### config.mk
export PLATFORM = sky130hd
export DESIGN_NAME = alu_mul_seq
export DESIGN_NICKNAME = d
export VERILOG_FILES = /design/src/rtl/alu_mul_seq.sv
export SDC_FILE = /design/constraint.sdc
export NUM_CORES = 1
export LEC_CHECK = 0
export BUFFER_PORTS_ARGS = -buffer_cell sky130_fd_sc_hd__clkbuf_2
export CORE_AREA = 3 3 143 145
export DETAILED_ROUTE_END_ITERATION = 7
export DIE_AREA = 0 0 146 148
export GPL_ROUTABILITY_DRIVEN = 0
export PLACE_DENSITY = 0.71
export SLEW_MARGIN = 10
export SYNTH_ARGS = -nofsm -noshare
export SYNTH_HDL_FRONTEND = slang
export SYNTH_SLANG_ARGS = --single-unit
### constraint.sdc
create_clock -name clk -period 1.44 [get_ports clk]
set_input_delay 0.072 -clock clk [delete_from_list [all_inputs] [get_ports clk]]
set_output_delay 0.072 -clock clk [all_outputs]
set_load 0.03 [all_outputs]
### src/rtl/alu_mul_seq.sv
// rtl/alu_mul_seq.sv - sequential shift-and-add 32x32 multiplier driving the combinational ALU
// Optional overflow detection is enabled by defining ALU_MUL_OVF_EN.
module alu_mul_seq #(
  parameter int WIDTH = 32
) (
  input  logic             clk,
  input  logic             resetn,
  input  logic             start,
  input  logic [WIDTH-1:0] in_a,
  input  logic [WIDTH-1:0] in_b,
  output logic             ready,
  output logic             done,
  output logic [WIDTH-1:0] product,
  output logic             prod_zero,
  output logic             ovf,
  output logic [3:0]       alu_op,
  output logic [WIDTH-1:0] alu_in_r,
  output logic [WIDTH-1:0] alu_in_rw,
  input  logic [WIDTH-1:0] alu_out,
  input  logic             alu_is_zero
);

  localparam logic [3:0] OP_ADD  = 4'b0000;
  localparam logic [3:0] OP_SHL  = 4'b0010;
  localparam logic [3:0] OP_SHR  = 4'b0011;
  localparam logic [3:0] OP_PASS = 4'b0101;

  typedef enum logic [2:0] {
    S_IDLE,
    S_CHECK,
    S_ADD,
    S_SHL,
    S_SHR,
    S_DONE
  } state_t;

  state_t           state, state_n;
  logic [WIDTH-1:0] mcand;
  logic [WIDTH-1:0] mplier;
  logic [WIDTH-1:0] acc;

  assign ready = (state == S_IDLE);

  always_ff @(posedge clk or negedge resetn) begin
    if (!resetn) begin
      state     <= S_IDLE;
      mcand     <= '0;
      mplier    <= '0;
      acc       <= '0;
      product   <= '0;
      prod_zero <= 1'b1;
      done      <= 1'b0;
    end else begin
      state <= state_n;
      done  <= 1'b0;
      case (state)
        S_IDLE: begin
          if (start) begin
            mcand  <= in_a;
            mplier <= in_b;
            acc    <= '0;
          end
        end
        S_ADD:  acc    <= alu_out;
        S_SHL:  mcand  <= alu_out;
        S_SHR:  mplier <= alu_out;
        S_DONE: begin
          product   <= acc;
          prod_zero <= (acc == '0);
          done      <= 1'b1;
        end
        default: ;
      endcase
    end
  end

`ifdef ALU_MUL_OVF_EN
  // lost: a multiplicand bit has been shifted out; it only matters if multiplier bits remain
  logic lost;
  logic ovf_acc;

  always_ff @(posedge clk or negedge resetn) begin
    if (!resetn) begin
      lost    <= 1'b0;
      ovf_acc <= 1'b0;
      ovf     <= 1'b0;
    end else begin
      case (state)
        S_IDLE: begin
          if (start) begin
            lost    <= 1'b0;
            ovf_acc <= 1'b0;
            ovf     <= 1'b0;
          end
        end
        S_ADD: begin
          if (alu_out < acc) ovf_acc <= 1'b1;
        end
        S_SHL: lost <= lost | mcand[WIDTH-1];
        S_SHR: begin
          if (lost && !alu_is_zero) ovf_acc <= 1'b1;
        end
        S_DONE: ovf <= ovf_acc;
        default: ;
      endcase
    end
  end
`else
  assign ovf = 1'b0;
`endif

  always_comb begin
    state_n   = state;
    alu_op    = OP_ADD;
    alu_in_r  = '0;
    alu_in_rw = '0;
    case (state)
      S_IDLE: begin
        if (start) state_n = S_CHECK;
      end
      S_CHECK: begin
        alu_op    = OP_PASS;
        alu_in_rw = mplier;
        if (alu_is_zero)    state_n = S_DONE;
        else if (mplier[0]) state_n = S_ADD;
        else                state_n = S_SHL;
      end
      S_ADD: begin
        alu_op    = OP_ADD;
        alu_in_r  = acc;
        alu_in_rw = mcand;
        state_n   = S_SHL;
      end
      S_SHL: begin
        alu_op    = OP_SHL;
        alu_in_r  = mcand;
        alu_in_rw = WIDTH'(1);
        state_n   = S_SHR;
      end
      S_SHR: begin
        alu_op    = OP_SHR;
        alu_in_r  = mplier;
        alu_in_rw = WIDTH'(1);
        if (alu_is_zero)     state_n = S_DONE;
        else if (alu_out[0]) state_n = S_ADD;
        else                 state_n = S_SHL;
      end
      S_DONE:  state_n = S_IDLE;
      default: state_n = S_IDLE;
    endcase
  end

endmodule
==> impl_metrics.json, run 1 <==
{
  "fin_crit_ns": 2.006,
  "nets": 1135,
  "clockRootBuffer": "clkbuf_16",
  "yosysUniqueCellTypes": 32,
  "critPathSlowestCell": "dfrtp_2",
  "cp_top_family": "buffers and inverters",
  "synth_area_per_cell_sq_um": 10.40,
  "cts_buffers": 17,
  "cp_cell_sequence": "buf_4 -> nor3b_4 -> buf_6 -> clkbuf_16 -> a22o_2 -> buf_6",
  "crit_buf_inv": 4,
  "yosysTopAreaCell": "dfrtp_1",
  "hold_violations": 0,
  "ir_worst_vdd_uv": 1268,
  "syn_inst": 646,
  "path_class": "flip-flop to output pin",
  "fp.dieH_um": 148,
  "max_freq_ghz": 0.4986,
  "die-area_sq_um": 21610,
  "grt_max_degree": 45,
  "path_depth": 6,
  "hp-start": "start",
  "power_leakage_nw": 5.799,
  "ys.flop_type": "dfrtp_1",
  "vias": 7024,
  "cts_tree": "yes",
  "cpPeakStageDelay_ns": 0.45,
  "numPlacedInstances": 1124,
  "wl_per_cell_um": 22.19,
  "crit_end": "alu_in_rw[6]",
  "first_pass_iters": 5,
  "dpl.hpwl_um": 15180,
  "fin_crit_sh_pct": 139.3,
  "swShare_pct": 43.81,
  "maxCapViolCount": 0,
  "grt_antenna_before_repair": 0,
  "r2r_slack_ns": -0.48,
  "drv_slew": 0,
  "cp_max_fo": 8,
  "internal_power_w": 0.01649,
  "drc": 0,
  "switchingPower_w": 0.01286,
  "drtIter0Drc": 382,
  "num_rows": 51,
  "drive_gt1_share_pct": 50.57,
  "arrival_ns": 1.93,
  "synth_area_leaders": "dfrtp_1 49%, mux2i_1 14%, nand2_1 5.6%",
  "grt_usage_pct": 22.10,
  "rsz0062_at_grt": "true",
  "wl_um": 29110,
  "critPathLaunchType": "flip-flop",
  "cts_num_sinks": 133,
  "core_sq_um": 19330,
  "crit_top_cell": "buf_6",
  "synth_area_sq_um": 6715,
  "seq_power_share_pct": 24.8,
  "violations": "setup timing",
  "synth_warnings": 0,
  "outcome": "finished with violations",
  "grt_pass1_wl_um": 37510,
  "layout_commonest_cell": "clkbuf_2",
  "crit_path_end_kind": "output pin",
  "power_frac_comb_pct": 61.7,
  "min_path_type": "primary input to flip-flop",
  "fin_ws_ns": -0.5655,
  "clk_pin_slew_ns": 0.06,
  "powerDensity_nw_per_um2": 2380,
  "initial_core_util_pct": 34.73,
  "cp.required_ns": 1.37,
  "cts_buffer_depth": 2,
  "area_growth_pct": 83.59,
  "fin_cells": 1312,
  "vias_per_cell": 5.354,
  "cp-startpoint": "state[2]",
  "mostFrequentLayoutCells": "132 x clkbuf_2, 129 x dfrtp_1, 98 x dlygate4sd3_1, 86 x buf_6, 80 x mux2i_1",
  "worstReg2RegEnd": "mcand[0]",
  "yosys_register_bits": 133,
  "ys_async_sr_fraction_pct": 100.0,
  "synth_edf_count": 0,
  "utilization_pct": 63.76,
  "pin_count": 204,
  "fp.dieW_um": 146,
  "grt_pass1_vias": 6753,
  "rr_worst_depth": 7,
  "fin_skew_ns": 0.008607,
  "htree_num_levels": 4,
  "timing.rr.start": "state[0]",
  "portBuffers": 201,
  "drtAntennaViolNets": 0,
  "yosysSeqAreaShare_pct": 49.58,
  "power_frac_clock_pct": 13.4,
  "overflow": 0,
  "clock_latency_ns": 0.42,
  "yosys.area.top_type_share_pct": 49.19,
  "setup_viol": 198
}
[stage by stage]
| stage | hold WS, ns | cell area, sq um | power (W) | setup slack [ns] | setup TNS (ns) |
|---|---|---|---|---|---|
| global route | 0.1145 | 12330 | 0.03058 | -0.6124 | -82.18 |
| floorplan | -0.2236 | 6947 | 0.01486 | -0.09190 | -3.697 |
| detailed placement | 0.04004 | 8600 | 0.01890 | -0.2271 | -20.15 |
| CTS | 0.001295 | 10590 | 0.02450 | -0.5197 | -47.20 |
| global placement | 0.04224 | 8600 | 0.01860 | -0.1807 | -17.47 |
| finish | 0.09231 | 12330 | 0.02934 | -0.5655 | -70.76 |
[area by class of cell]
class,instances,area (sq um)
Fill cell,1378,7007
Timing Repair Buffer,426,4125
Multi-Input combinational cell,454,4011
Sequential cell,133,3333
Clock buffer,25,485.5
Tap cell,265,331.6
Clock inverter,5,27.53
Inverter,3,11.26
Antenna cell,1,2.502
[worst min-delay path: stages]
cell and delay [ns]:
clkbuf_2 0.10, nor2_1 0.05, a2bb2oi_1 0.13, o21ai_0 0.13
[how the worst min path moves through the flow]
stage                 end  cells past startpoint
2_1_floorplan      acc[0]                      0
3_5_place_dp   mplier[25]                      1
3_3_place_gp   mplier[27]                      1
5_1_grt          state[0]                      4
4_1_cts        mplier[27]                      3
6_report         state[0]                      4
[synth_stat cells, drive strengths merged (3+ instances only)]
master	n
a22o	31
buf	36
inv	3
clkbuf	21
mux2	32
nor4	8
o21ai	69
mux2i	96
o2bb2ai	31
a21oi	33
dfrtp	132
nor2	36
nand2	100
[logic make-up after synthesis]
family	after synthesis	synth area share (%)
AO/OA/AOI/OAI	168	16.14
buffers and inverters	60	4.751
flip-flops	133	49.58
multiplexers	128	19.68
other	1	0.05584
AND/OR/NAND/NOR	156	9.801
[registers in the layout, indices dropped and copies added, names as in the netlist]
register and flops:
mcand 32, done 1, mplier 32, product 32, state 3, acc 32, prod_zero 1
[power by group through the flow]
| stage | Combinational [W] | Clock (W) | Sequential, W |
|---|---|---|---|
| after floorplan | 0.00779 | 0 | 0.00707 |
| after global placement | 0.0118 | 0 | 0.00680 |
| after detailed placement | 0.0120 | 0 | 0.00686 |
| after CTS | 0.0137 | 0.00394 | 0.00685 |
| after global routing | 0.0189 | 0.00416 | 0.00747 |
| final | 0.0181 | 0.00394 | 0.00728 |
[repair_timing]
| item | CTS | global route |
|---|---|---|
| hold buffers | 97 | 1 |
| hold endpoints to repair | 231 | 1 |
| resized for setup | 106 | 359 |
| setup buffers | 4 | 39 |
| gates cloned | 4 | 14 |
| setup endpoints to repair | 197 | 199 |
| pin swaps | 10 | 55 |
[routing by layer]
layer,track usage [%],vias up,wire [um]
met2,38.33,366,14790
met4,7.008,0,1177
met3,5.242,89,1844
met5,0,-,0
li1,-,3110,-
met1,27.38,3459,11300
Note: power is estimated with default switching activity, not from simulation.
==> run 2: changes to the inputs <==
--- a/config.mk
+++ b/config.mk
@@ -6,11 +6,13 @@
 export NUM_CORES = 1
 export LEC_CHECK = 0
 export BUFFER_PORTS_ARGS = -buffer_cell sky130_fd_sc_hd__clkbuf_2
+export CAP_MARGIN = 20
 export CORE_AREA = 3 3 143 145
 export DETAILED_ROUTE_END_ITERATION = 7
 export DIE_AREA = 0 0 146 148
 export GPL_ROUTABILITY_DRIVEN = 0
 export PLACE_DENSITY = 0.71
+export SETUP_SLACK_MARGIN = 0.15
 export SLEW_MARGIN = 10
 export SYNTH_ARGS = -nofsm -noshare
 export SYNTH_HDL_FRONTEND = slang
==> impl_metrics.json, run 2 (synthesis results as in run 1) <==
{
  "powerDensity_nw_per_um2": 2460,
  "num-fill-cells": 1193,
  "overflow": 0,
  "cts_tree": "yes",
  "drtAntennaViolNets": 0,
  "fp.dieW_um": 146,
  "vias": 7241,
  "clk_pin_slew_ns": 0.06,
  "arrival_ns": 2.28,
  "grt_max_degree": 48,
  "cp_max_fo": 7,
  "setup_viol": 200,
  "max_freq_ghz": 0.5034,
  "power_frac_comb_pct": 64.9,
  "seq_area_sq_um": 3333,
  "fin_crit_sh_pct": 137.9,
  "crit_path_end_kind": "flip-flop",
  "portBuffers": 201,
  "vias_per_cell": 5.372,
  "power_leakage_nw": 6.251,
  "layout_commonest_cell": "clkbuf_2",
  "cts_num_sinks": 133,
  "die-area_sq_um": 21610,
  "internal_power_w": 0.01970,
  "drive_gt1_share_pct": 55.82,
  "path_class": "flip-flop to flip-flop",
  "outcome": "finished with violations",
  "grt_antenna_before_repair": 1,
  "maxCapViolCount": 0,
  "grt_pass1_wl_um": 43100,
  "violations": "setup timing",
  "grt_usage_pct": 25.54,
  "core_sq_um": 19330,
  "clockRootBuffer": "clkbuf_16",
  "first_pass_iters": 4,
  "seq_power_share_pct": 21.9,
  "swShare_pct": 41.76,
  "nets": 1172,
  "fp.dieH_um": 148,
  "grt_pass1_vias": 7598,
  "cts_buffer_depth": 2,
  "fin_crit_ns": 1.986,
  "initial_core_util_pct": 34.73,
  "holdWs_ns": 0.07785,
  "wl_um": 31290,
  "hold_violations": 0,
  "dpl.hpwl_um": 15530,
  "pin_count": 204,
  "critPathLaunchType": "flip-flop",
  "min_path_type": "primary input to flip-flop",
  "fin_skew_ns": 0.009327,
  "power_frac_clock_pct": 13.2,
  "multiInputGateArea_sq_um": 4502,
  "wl_per_cell_um": 23.21,
  "finalSetupTns_ns": -83.28,
  "drc": 0,
  "clock_latency_ns": 0.42,
  "drv_slew": 0,
  "cp_cell_sequence": "buf_6 -> nor4b_4 -> buf_4 -> buf_12 -> buf_6 -> buf_6 -> buf_16 -> mux2i_2 -> o21ai_1",
  "switchingPower_w": 0.01413,
  "cts_buffers": 17,
  "cpPeakStageDelay_ns": 0.45,
  "mostFrequentLayoutCells": "133 x clkbuf_2, 129 x dfrtp_1, 98 x dlygate4sd3_1, 65 x nand2_1, 64 x mux2i_1",
  "htree_num_levels": 4,
  "crit_top_cell": "buf_6",
  "ir_worst_vdd_uv": 1504,
  "num_rows": 51,
  "critPathSlowestCell": "dfrtp_2",
  "rsz0062_at_grt": "true",
  "fin_ws_ns": -0.5464,
  "cp.required_ns": 1.74,
  "area_growth_pct": 104.8,
  "drtIter0Drc": 446,
  "place_ws_ns": -0.1818
}
run 2: cell types whose count changed in the layout (fill, tap and decap cells not counted), sizes merged:
cell / change
buf: +24
bufbuf: +4
bufinv: +3
clkbuf: +9
clkinv: -3
clkinvlp: -1
run 2: area by class of cell:
class,count,area share [%]
inverter,3,0.08189
clock buffer,25,3.603
sequential,133,24.24
timing repair buffer,463,36.21
clock inverter,4,0.6915
tap,265,2.411
antenna,1,0.01820
multi-input combinational,454,32.74
run 2: final timing paths:
path                            from    endpoint  slack [ns]  depth (start not counted)
min in group asynchronous     resetn    mcand[1]        0.12                          2
setup / recovery            state[0]  mplier[30]       -0.55                          9
hold reg to reg            prod_zero   prod_zero        0.49                          2
max in group asynchronous     resetn   prod_zero        0.70                          3
hold / removal                 start    state[0]        0.08                          4
setup reg to reg            state[0]  mplier[30]       -0.55                          9
run 2: metrics by stage:
stage               instance area, sq um  utilization (%)  cells  total power (W)
CTS                                12360            63.94   1308          0.02937
global placement                    9051            46.81   1129          0.01996
finish                             13750            71.12   1348          0.03383
floorplan                           7283                -    647          0.01577
detailed placement                  9051            46.81   1129          0.02020
global route                       13750            71.12   1348          0.03506
run 2: critical path: cells and delay by family, from the launching register on:
kind	cells	cell delay, ns
flops	1	0.45
simple gates	1	0.30
compound gates	1	0.10
mux	1	0.26
buf+inv	6	0.75
run 2: layer usage:
layer / vias up / share of wire [%] / track usage (%)
met2: 364 / 51 / 44.48
met1: 3617 / 39 / 31.25
met4: 0 / 3.6 / 8.796
met5: - / 0 / 0
met3: 91 / 5.9 / 6.009
li1: 3169 / - / -
run 2: what timing repair did:
action / 4_1_cts / 5_1_grt
resized for setup: 259 / 228
buffers inserted: 38 / 32
pin swaps: 13 / 77
cloned: 15 / 6
hold buffers: 97 / 1
endpoints found under the setup margin: 200 / 201
endpoints found under the hold margin: 231 / 1
run 2: power groups by stage:
stage	registers, W	clock network, W	logic, W
after floorplan	0.00714	0	0.00864
after global placement	0.00681	0	0.0131
after detailed placement	0.00686	0	0.0133
after CTS	0.00702	0.00451	0.0178
after global routing	0.00759	0.00470	0.0228
final	0.00741	0.00448	0.0219
